**src/rtl/riscv_pkg.sv**
```systemverilog
// Shared RV32I pipeline definitions used by the writeback stage and the
// MEM-stage bypass.
//   - writeback source selectors (WB_SEL_*)
//   - load funct3 encodings (FUNCT3_*)
//   - writeback FSM state type and slot record
package riscv_pkg;

  localparam int unsigned XLEN_DEFAULT = 32;

  localparam logic [1:0] WB_SEL_ALU  = 2'd0;
  localparam logic [1:0] WB_SEL_LOAD = 2'd1;
  localparam logic [1:0] WB_SEL_PC4  = 2'd2;
  localparam logic [1:0] WB_SEL_CSR  = 2'd3;

  localparam logic [2:0] FUNCT3_LB  = 3'b000;
  localparam logic [2:0] FUNCT3_LH  = 3'b001;
  localparam logic [2:0] FUNCT3_LW  = 3'b010;
  localparam logic [2:0] FUNCT3_LBU = 3'b100;
  localparam logic [2:0] FUNCT3_LHU = 3'b101;

  typedef enum logic [1:0] {
    EMPTY   = 2'd0,
    WRITE   = 2'd1,
    WAIT_LD = 2'd2
  } wb_state_t;

  // Contents of the single writeback slot. offset/funct3 are only
  // meaningful while a load waits for its data.
  typedef struct packed {
    logic [31:0] pc;
    logic [4:0]  rd;
    logic        rd_we;
    logic [31:0] data;
    logic [1:0]  offset;
    logic [2:0]  funct3;
    logic        misalign;
  } wb_slot_t;

endpackage

```
**src/rtl/load_align.sv**
```systemverilog
// Combinational load data alignment and sign/zero extension.
// Shared between the writeback stage and the MEM-stage bypass.
// Ports:
//   word_i     raw 32-bit word returned by data memory
//   offset_i   byte offset within the word (address[1:0])
//   funct3_i   load width/sign; unknown encodings behave as LW
//   data_o     aligned, extended load result
//   misalign_o access is not naturally aligned
module load_align
  import riscv_pkg::*;
(
  input  logic [31:0] word_i,
  input  logic [1:0]  offset_i,
  input  logic [2:0]  funct3_i,
  output logic [31:0] data_o,
  output logic        misalign_o
);

  logic [7:0]  byte_sel;
  logic [15:0] half_sel;

  always_comb begin
    byte_sel   = word_i[{offset_i, 3'b000} +: 8];
    half_sel   = offset_i[1] ? word_i[31:16] : word_i[15:0];
    data_o     = word_i;
    misalign_o = 1'b0;
    case (funct3_i)
      FUNCT3_LB:  data_o = {{24{byte_sel[7]}}, byte_sel};
      FUNCT3_LBU: data_o = {24'd0, byte_sel};
      FUNCT3_LH: begin
        data_o     = {{16{half_sel[15]}}, half_sel};
        misalign_o = offset_i[0];
      end
      FUNCT3_LHU: begin
        data_o     = {16'd0, half_sel};
        misalign_o = offset_i[0];
      end
      default: begin
        data_o     = word_i;
        misalign_o = (offset_i != 2'd0);
      end
    endcase
  end

endmodule

```
**src/rtl/wb_stage.sv**
```systemverilog
// RV32I writeback stage: single-entry slot between MEM and the register file.
// Optional feature macro: WB_INSTRET_EN (64-bit retired-instruction counter;
// when undefined, instret is tied to zero).
// Ports:
//   clk, rst_n                 clock, async active-low reset
//   in_valid/in_ready          MEM-stage handshake
//   in_pc, in_rd_addr, in_rd_we, in_wb_sel, in_alu_result, in_csr_rdata,
//   in_funct3                  retiring instruction fields
//   dmem_rvalid, dmem_rdata    data-memory load response
//   rd_addr, rd_data, rd_we    register-file write port
//   ld_pending, ld_pending_rd  load-use hazard information
//   retire_valid, retire_pc    retire pulse and PC
//   load_misalign              pulse when a misaligned load is dropped
//   instret                    retired-instruction count
module wb_stage
  import riscv_pkg::*;
#(
  parameter int unsigned XLEN = 32
) (
  input  logic            clk,
  input  logic            rst_n,
  input  logic            in_valid,
  output logic            in_ready,
  input  logic [XLEN-1:0] in_pc,
  input  logic [4:0]      in_rd_addr,
  input  logic            in_rd_we,
  input  logic [1:0]      in_wb_sel,
  input  logic [XLEN-1:0] in_alu_result,
  input  logic [XLEN-1:0] in_csr_rdata,
  input  logic [2:0]      in_funct3,
  input  logic            dmem_rvalid,
  input  logic [XLEN-1:0] dmem_rdata,
  output logic [4:0]      rd_addr,
  output logic [XLEN-1:0] rd_data,
  output logic            rd_we,
  output logic            ld_pending,
  output logic [4:0]      ld_pending_rd,
  output logic            retire_valid,
  output logic [XLEN-1:0] retire_pc,
  output logic            load_misalign,
  output logic [63:0]     instret
);

  wb_state_t   state_q, state_d;
  wb_slot_t    slot_q, slot_d;
  logic        accept;
  logic        is_load;
  logic [31:0] ld_data;
  logic        ld_misalign;

  // The load's offset/funct3 are latched at accept; alignment happens on the
  // returning word so the slot never stores the raw memory data.
  load_align u_load_align (
    .word_i     (dmem_rdata),
    .offset_i   (slot_q.offset),
    .funct3_i   (slot_q.funct3),
    .data_o     (ld_data),
    .misalign_o (ld_misalign)
  );

  assign in_ready = (state_q != WAIT_LD);
  assign accept   = in_valid & in_ready;
  assign is_load  = (in_wb_sel == WB_SEL_LOAD);

  always_comb begin
    state_d = state_q;
    slot_d  = slot_q;
    case (state_q)
      EMPTY, WRITE: begin
        if (accept) begin
          state_d         = is_load ? WAIT_LD : WRITE;
          slot_d.pc       = in_pc;
          slot_d.rd       = in_rd_addr;
          slot_d.rd_we    = in_rd_we;
          slot_d.offset   = in_alu_result[1:0];
          slot_d.funct3   = in_funct3;
          slot_d.misalign = 1'b0;
          case (in_wb_sel)
            WB_SEL_PC4: slot_d.data = in_pc + 32'd4;
            WB_SEL_CSR: slot_d.data = in_csr_rdata;
            default:    slot_d.data = in_alu_result;
          endcase
        end else begin
          state_d = EMPTY;
        end
      end
      WAIT_LD: begin
        if (dmem_rvalid) begin
          state_d         = WRITE;
          slot_d.data     = ld_data;
          slot_d.misalign = ld_misalign;
        end
      end
      default: state_d = EMPTY;
    endcase
  end

  always_ff @(posedge clk or negedge rst_n) begin
    if (!rst_n) begin
      state_q <= EMPTY;
      slot_q  <= '0;
    end else begin
      state_q <= state_d;
      slot_q  <= slot_d;
    end
  end

  assign rd_addr       = slot_q.rd;
  assign rd_data       = slot_q.data;
  assign rd_we         = (state_q == WRITE) & slot_q.rd_we & (slot_q.rd != 5'd0)
                         & ~slot_q.misalign;
  assign ld_pending    = (state_q == WAIT_LD);
  assign ld_pending_rd = ld_pending ? slot_q.rd : 5'd0;
  assign retire_valid  = (state_q == WRITE);
  assign retire_pc     = slot_q.pc;
  assign load_misalign = (state_q == WRITE) & slot_q.misalign;

`ifdef WB_INSTRET_EN
  logic [63:0] instret_q;

  always_ff @(posedge clk or negedge rst_n) begin
    if (!rst_n) begin
      instret_q <= '0;
    end else if (retire_valid) begin
      instret_q <= instret_q + 64'd1;
    end
  end

  assign instret = instret_q;
`else
  assign instret = '0;
`endif

endmodule

```
**config.mk**
```make
export PLATFORM = sky130hd
export DESIGN_NAME = wb_stage
export DESIGN_NICKNAME = d
export VERILOG_FILES = /design/src/rtl/riscv_pkg.sv /design/src/rtl/load_align.sv /design/src/rtl/wb_stage.sv
export SDC_FILE = /design/constraint.sdc
export NUM_CORES = 1
export LEC_CHECK = 0
export BUFFER_PORTS_ARGS = -buffer_cell sky130_fd_sc_hd__buf_2
export CORE_ASPECT_RATIO = 0.8
export CORE_MARGIN = 2
export CORE_UTILIZATION = 40
export DETAILED_ROUTE_END_ITERATION = 12
export PLACE_DENSITY = 0.7
export SLEW_MARGIN = 15
export SYNTH_ARGS = -nofsm -noshare
export SYNTH_HDL_FRONTEND = slang
export SYNTH_HIERARCHICAL = 1
export SYNTH_SLANG_ARGS = --single-unit
export TNS_END_PERCENT = 5
```
**constraint.sdc**
```tcl
create_clock -name clk -period 4.87 [get_ports clk]
set_clock_uncertainty 0.15 [all_clocks]
set_input_delay 0.487 -clock clk [delete_from_list [all_inputs] [get_ports clk]]
set_output_delay 0.487 -clock clk [all_outputs]
set_load 0.05 [all_outputs]
```
# Word level (Yosys, flattened, before mapping)
# Index checks and enable logic that the tools add are counted.
# Widths: inputs -> output; s select.
[word_totals]
reg_bits = 78
latch_bits = 0
ram_bits = 0
romBits = 0
input_bits = 143
output_inout_bits = 143
word_cells = 51
n_memories = 0
[classes]
addsub = 1
n_mul = 0
div = 0
order_cmp = 0
eq_ne = 11
shift = 1
n_mux = 14
bitwise_logic = 6
reduce_logical = 10
[ops]
columns = ["op", "n"]
rows = [
  ["$pmux 32 s2", 2],
  ["$pmux 32 s4", 1],
  ["$mux 38", 1],
  ["$add 32x3->32 const B", 1],
  ["$mux 32", 1],
  ["$shiftx 32x6->8", 1],
  ["$mux 16", 1],
  ["$eq 2x2->1 const B", 3],
  ["$eq 3x3->1 const B", 2],
  ["$mux 2", 3],
  ["$ne 2x2->1 const B", 3],
  ["$reduce_or 2->1", 3],
  ["$and 1x1->1", 5],
  ["$mux 5", 1],
  ["$reduce_bool 5->1", 1],
  ["$eq 2x1->1 const B", 2],
  ["$pmux 1 s2", 2],
  ["$pmux 2 s2", 1],
  ["$reduce_bool 2->1", 2],
  ["$eq 3x1->1 const B", 1],
  ["$logic_not 3->1", 1],
  ["$reduce_and 3->1", 1],
  ["$logic_not 2->1", 1],
  ["$reduce_and 2->1", 1],
  ["2 further kinds", 2],
]

# Longest topological paths before layout
[depth]
word_depth = 5
depth_mapped = 10
mapped_depth_nobuf = 8

# Cells and area by module
# The synthesis kept the hierarchy.
[modules_own_cells]
columns = ["module", "n_inst", "cells_per_inst", "area_per_inst_um2", "seq_area_each_um2"]
rows = [
  ["wb_stage", 1, 668, 5465.2, 1951.9],
  ["load_align", 1, 123, 753.2, 0.0],
]

# Worst setup path before layout
# No wires, ideal clock.
[synth_path]
path_type = "register -> output"
start = "register state_q[1]"
end = "output rd_we"
arrival_time_ns = 2.872
required_ns = 4.233
setup_slack_ns = 1.361
stages_incl_launch_ff = 4
path_buffers = 1
cell_sequence = "dfrtp_1 -> buf_6 -> nor2b_1 -> nor4bb_1"
[synth_via]
elab_chain_len = 4
[synth_lines]
columns = ["element", "line", "source"]
rows = [
  ["start: declaration", "wb_stage.sv:44", "wb_state_t state_q, state_d;"],
  ["start signal: assignment", "wb_stage.sv:103", "state_q <= state_d;"],
  ["$eq 2x1->1", "--", ""],
  ["via retire_valid", "wb_stage.sv:38", "output logic retire_valid,"],
  ["$and 1x1->1 (2 in series)", "wb_stage.sv:110", "assign rd_we = (state_q == WRITE) & slot_q.rd_we & (slot_q.rd != 5'd0)"],
  ["$and 1x1->1", "wb_stage.sv:111", "& ~slot_q.misalign;"],
  ["end: declaration", "wb_stage.sv:35", "output logic rd_we,"],
]
# The timed path passes the listed nets, and every way through them passes these cells.

# Worst setup path after layout
[layout_path]
start = "register state_q[1]"
end = "register slot_q (netlist bit rd_data[22])"
[layout_via]
elab_chain_len = 4
word_cells_on_any_way = 11
classes_between = "eq/ne (5); mux (1); bitwise (1); reduce/logical (4)"
[layout_lines]
columns = ["element", "line", "source"]
rows = [
  ["$ne 2x2->1, or another cell as far along", "wb_stage.sv:61", "assign in_ready = (state_q != WAIT_LD);"],
  ["$and 1x1->1 or $reduce_or 2->1 (tied branches)", "wb_stage.sv:62, wb_stage.sv:68", ""],
  ["$ne 2x2->1 (no line) or $reduce_bool 2->1 (tied branches)", "--", ""],
  ["$reduce_and 3->1 (no line)", "--", ""],
  ["end signal: assignment", "wb_stage.sv:104", "slot_q <= slot_d;"],
  ["end: declaration", "wb_stage.sv:45", "wb_slot_t slot_q, slot_d;"],
]
# Several ways; a longest one is shown, not always the timed one.
# A chain may end at the register's enable or synchronous reset.

==> qor.yml <==
cells_and_area:
  fillCellCount: 1592
  final_cell_area_um2: 6960
  final_cell_mix: "buf_2, nand2_1, dfrtp_1"
  final_common_cell: "buf_2"
  multi_input_comb_area_um2: 3200
  fin_util: 0.461
  register_area_um2: 1950
  layout.nets: 1053
  drive_gt1_frac: 0.281
  syn_to_final_growth_pct: 11.9
detailed_routing:
  drtPass1Iterations: 5
  via_per_inst: 5.29
  vias: 5955
  drtIter0Drc: 641
  drt_wl_total_mm: 21.9
  ant_nets: 0
  routedWlPerCell_um: 19.4
  drc: 0
die:
  die_x_um: 143
  die_area_um2: 16600
  core_area_um2: 15100
  start_util: 0.411
  io_pins: 286
  num_rows: 40
  die_h_um: 116
critical_path:
  timing.critical_path.from: "state_q[1]"
  startpoint_type: "register"
  crit_arrival_ns: 2.92
  critPathSlowestCell: "inv_1"
  cpPeakStageDelay_ns: 0.58
  r2r-start: "state_q[1]"
  critPathMaxFanout: 22
  setup.worst_path.end_class: "register"
  crit_type: "reg -> reg"
  path_buf_inv: 1
  required_ns: 4.93
  cp_cell_sequence: "nand2b_1 > inv_1 > and2_1 > nor2_2 > a221oi_1 > o21ai_0"
  cpLargestDelayFamily: "simple AND/OR/NAND/NOR gates"
synth:
  synth_compound_area_frac: 0.184
  ys_warn_count: 6
  syn_avg_cell_area_um2: 7.86
  ys.flop_type: "dfrtp_1"
  synth_top_family_by_area: "simple AND/OR/NAND/NOR gates"
  synthMuxAreaShare: 0.0326
  synthArstFlopShare: 1.00
  synth_seq_area_share: 0.314
  syn_area_um2: 6220
  synthXorXnorAreaFrac: 0.0225
  synthAdderAreaFrac: 0.00201
  postSynthCellCount: 791
  synth-seq-cells: 78
  synth-simple-area-share: 0.232
  synth_cell_types: 66
  synth-edff-count: 0
clocking:
  holdBufCountCts: 0
  root_buffer: "clkbuf_16"
  cts_tree: "done"
  clkLatencyLatePin_ns: 0.35
  clock_path_buffers: 2
  cts_buffers: 9
  cts_setup_buffers: 0
  clk_pin_slew_ns: 0.06
  cts.sinks: 78
  cts_resized: 0
  htree_levels: 3
pwr:
  powerDensity_nw_per_um2: 389
  p_leak_nw: 3.53
  irDropWorstVdd_uv: 156
timing:
  max_freq_mhz: 349
  max-slew-margin-rel: 0.309
  fin_crit_sh: 0.588
  setup_slack_ns: 2.01
  rsz0062_at_grt: "false"
  worst_slew_pin_slew_ns: 1.04
  final_max_slew_viol_count: 0
  final-hold-violation-count: 0
  totalNegativeSetupSlack_ns: 0
  fin_crit_ns: 2.86
  setup_violations: 0
job:
  drv_cap: 0
worst_hold_path:
  hold_path.class: "in -> async"
placement:
  placed_cell_area_um2: 6610
  place_congestion: 0.910
  port-buffer-count: 221
  dp_hpwl_mm: 16.8
  place_ws_ns: 1.81
global_route:
  first_global_vias: 5349
  gr-total-overflow: 0
  grt_max_degree: 79
  gr-usage-all-layers: 0.257
  antenna_found_initial: 4
  grt_pass1_wl_mm: 31.8
outcome:
  outcome: "finished, final reports clean"
## metrics by stage
stage | cells | hold slack [ns] | total power, mW
final | 1126 | 0.175 | 2.70
after global routing | 1124 | 0.182 | 2.82
after CTS | 1124 | 0.168 | 2.71
after detailed placement | 1108 | 0.307 | 1.90
after global placement | 1108 | 0.304 | 1.89
after floorplan | 854 | 0.0414 | 1.77
## routing by layer
layer  part of all wire  vias to the layer above  track usage
li1                   -                     2792            -
met1               0.44                     2792        0.367
met2               0.44                      341        0.395
met3               0.11                       28       0.0669
met4              0.013                        2       0.0510
met5            0.00073                        -            0
## Yosys cell counts, drive strengths merged, types with 4 or more instances
cell,number,area (µm²)
or3,8,50.1
nand2,179,672
and2,11,68.8
nor2,40,153
a211oi,16,120
a22oi,15,113
nand2b,5,31.3
a22o,10,87.6
a311oi,4,35.0
o21ai,41,209
or4,4,30.0
nor4,6,37.5
a221oi,14,123
a21oi,34,174
and4,4,36.3
inv,11,41.3
and3,6,37.5
xnor2,9,78.8
clkbuf,35,155
a221o,5,50.1
mux2i,18,180
o22ai,6,37.5
dfrtp,78,1950
nand3,11,72.6
nor3,16,80.1
buf,148,1120
xor2,7,61.3
nor2b,8,57.6
nand4,10,77.6
## where the power goes
| part | total [mW] | internal (mW) | switching, mW |
|---|---|---|---|
| logic | 1.07 | 0.261 | 0.808 |
| registers | 0.830 | 0.746 | 0.0838 |
| clock network | 0.805 | 0.507 | 0.298 |
| total | 2.70 | 1.51 | 1.19 |
## sequential cells by signal, indices dropped and copies added, names as in the netlist
name       count
slot_q         7
rd_data       32
retire_pc     32
state_q        2
rd_addr        5
## area by class of cell
cell class	count	share of cell area
diodes	2	0.000719
clock buffers	10	0.0329
clock inverters	6	0.0171
inverters	11	0.00593
multi-input cells	582	0.459
flip-flops and latches	78	0.280
well taps	210	0.0377
repair buffers	227	0.166
## cells by family after synthesis
family / Yosys count
adders and majority gates: 1
AOI/OAI and AO/OA: 168
other: 1
muxes: 20
xor gates and xnor gates: 16
buffers and inverters: 194
DFF: 78
and+or+nand+nor: 313
## path summary, 6_finish.rpt
kind,to,slack (ns),cells past startpoint
max,rd_data[22],2.01,6
min,retire_pc[16],0.18,1
max reg2reg,rd_data[22],2.01,6
min reg2reg,retire_pc[20],0.32,2
max in group asynchronous,rd_data[29],3.73,1
min in group clk,slot_q[1],0.18,3
## worst register-to-register path: cells and delay by family, from the launching register on
family,cells,cell delay [ns]
flip-flops,1,0.53
AO/OA/AOI/OAI,2,0.42
buffers and inverters,1,0.58
AND/OR/NAND/NOR,3,1.06
(Power assumes the default switching activity.)
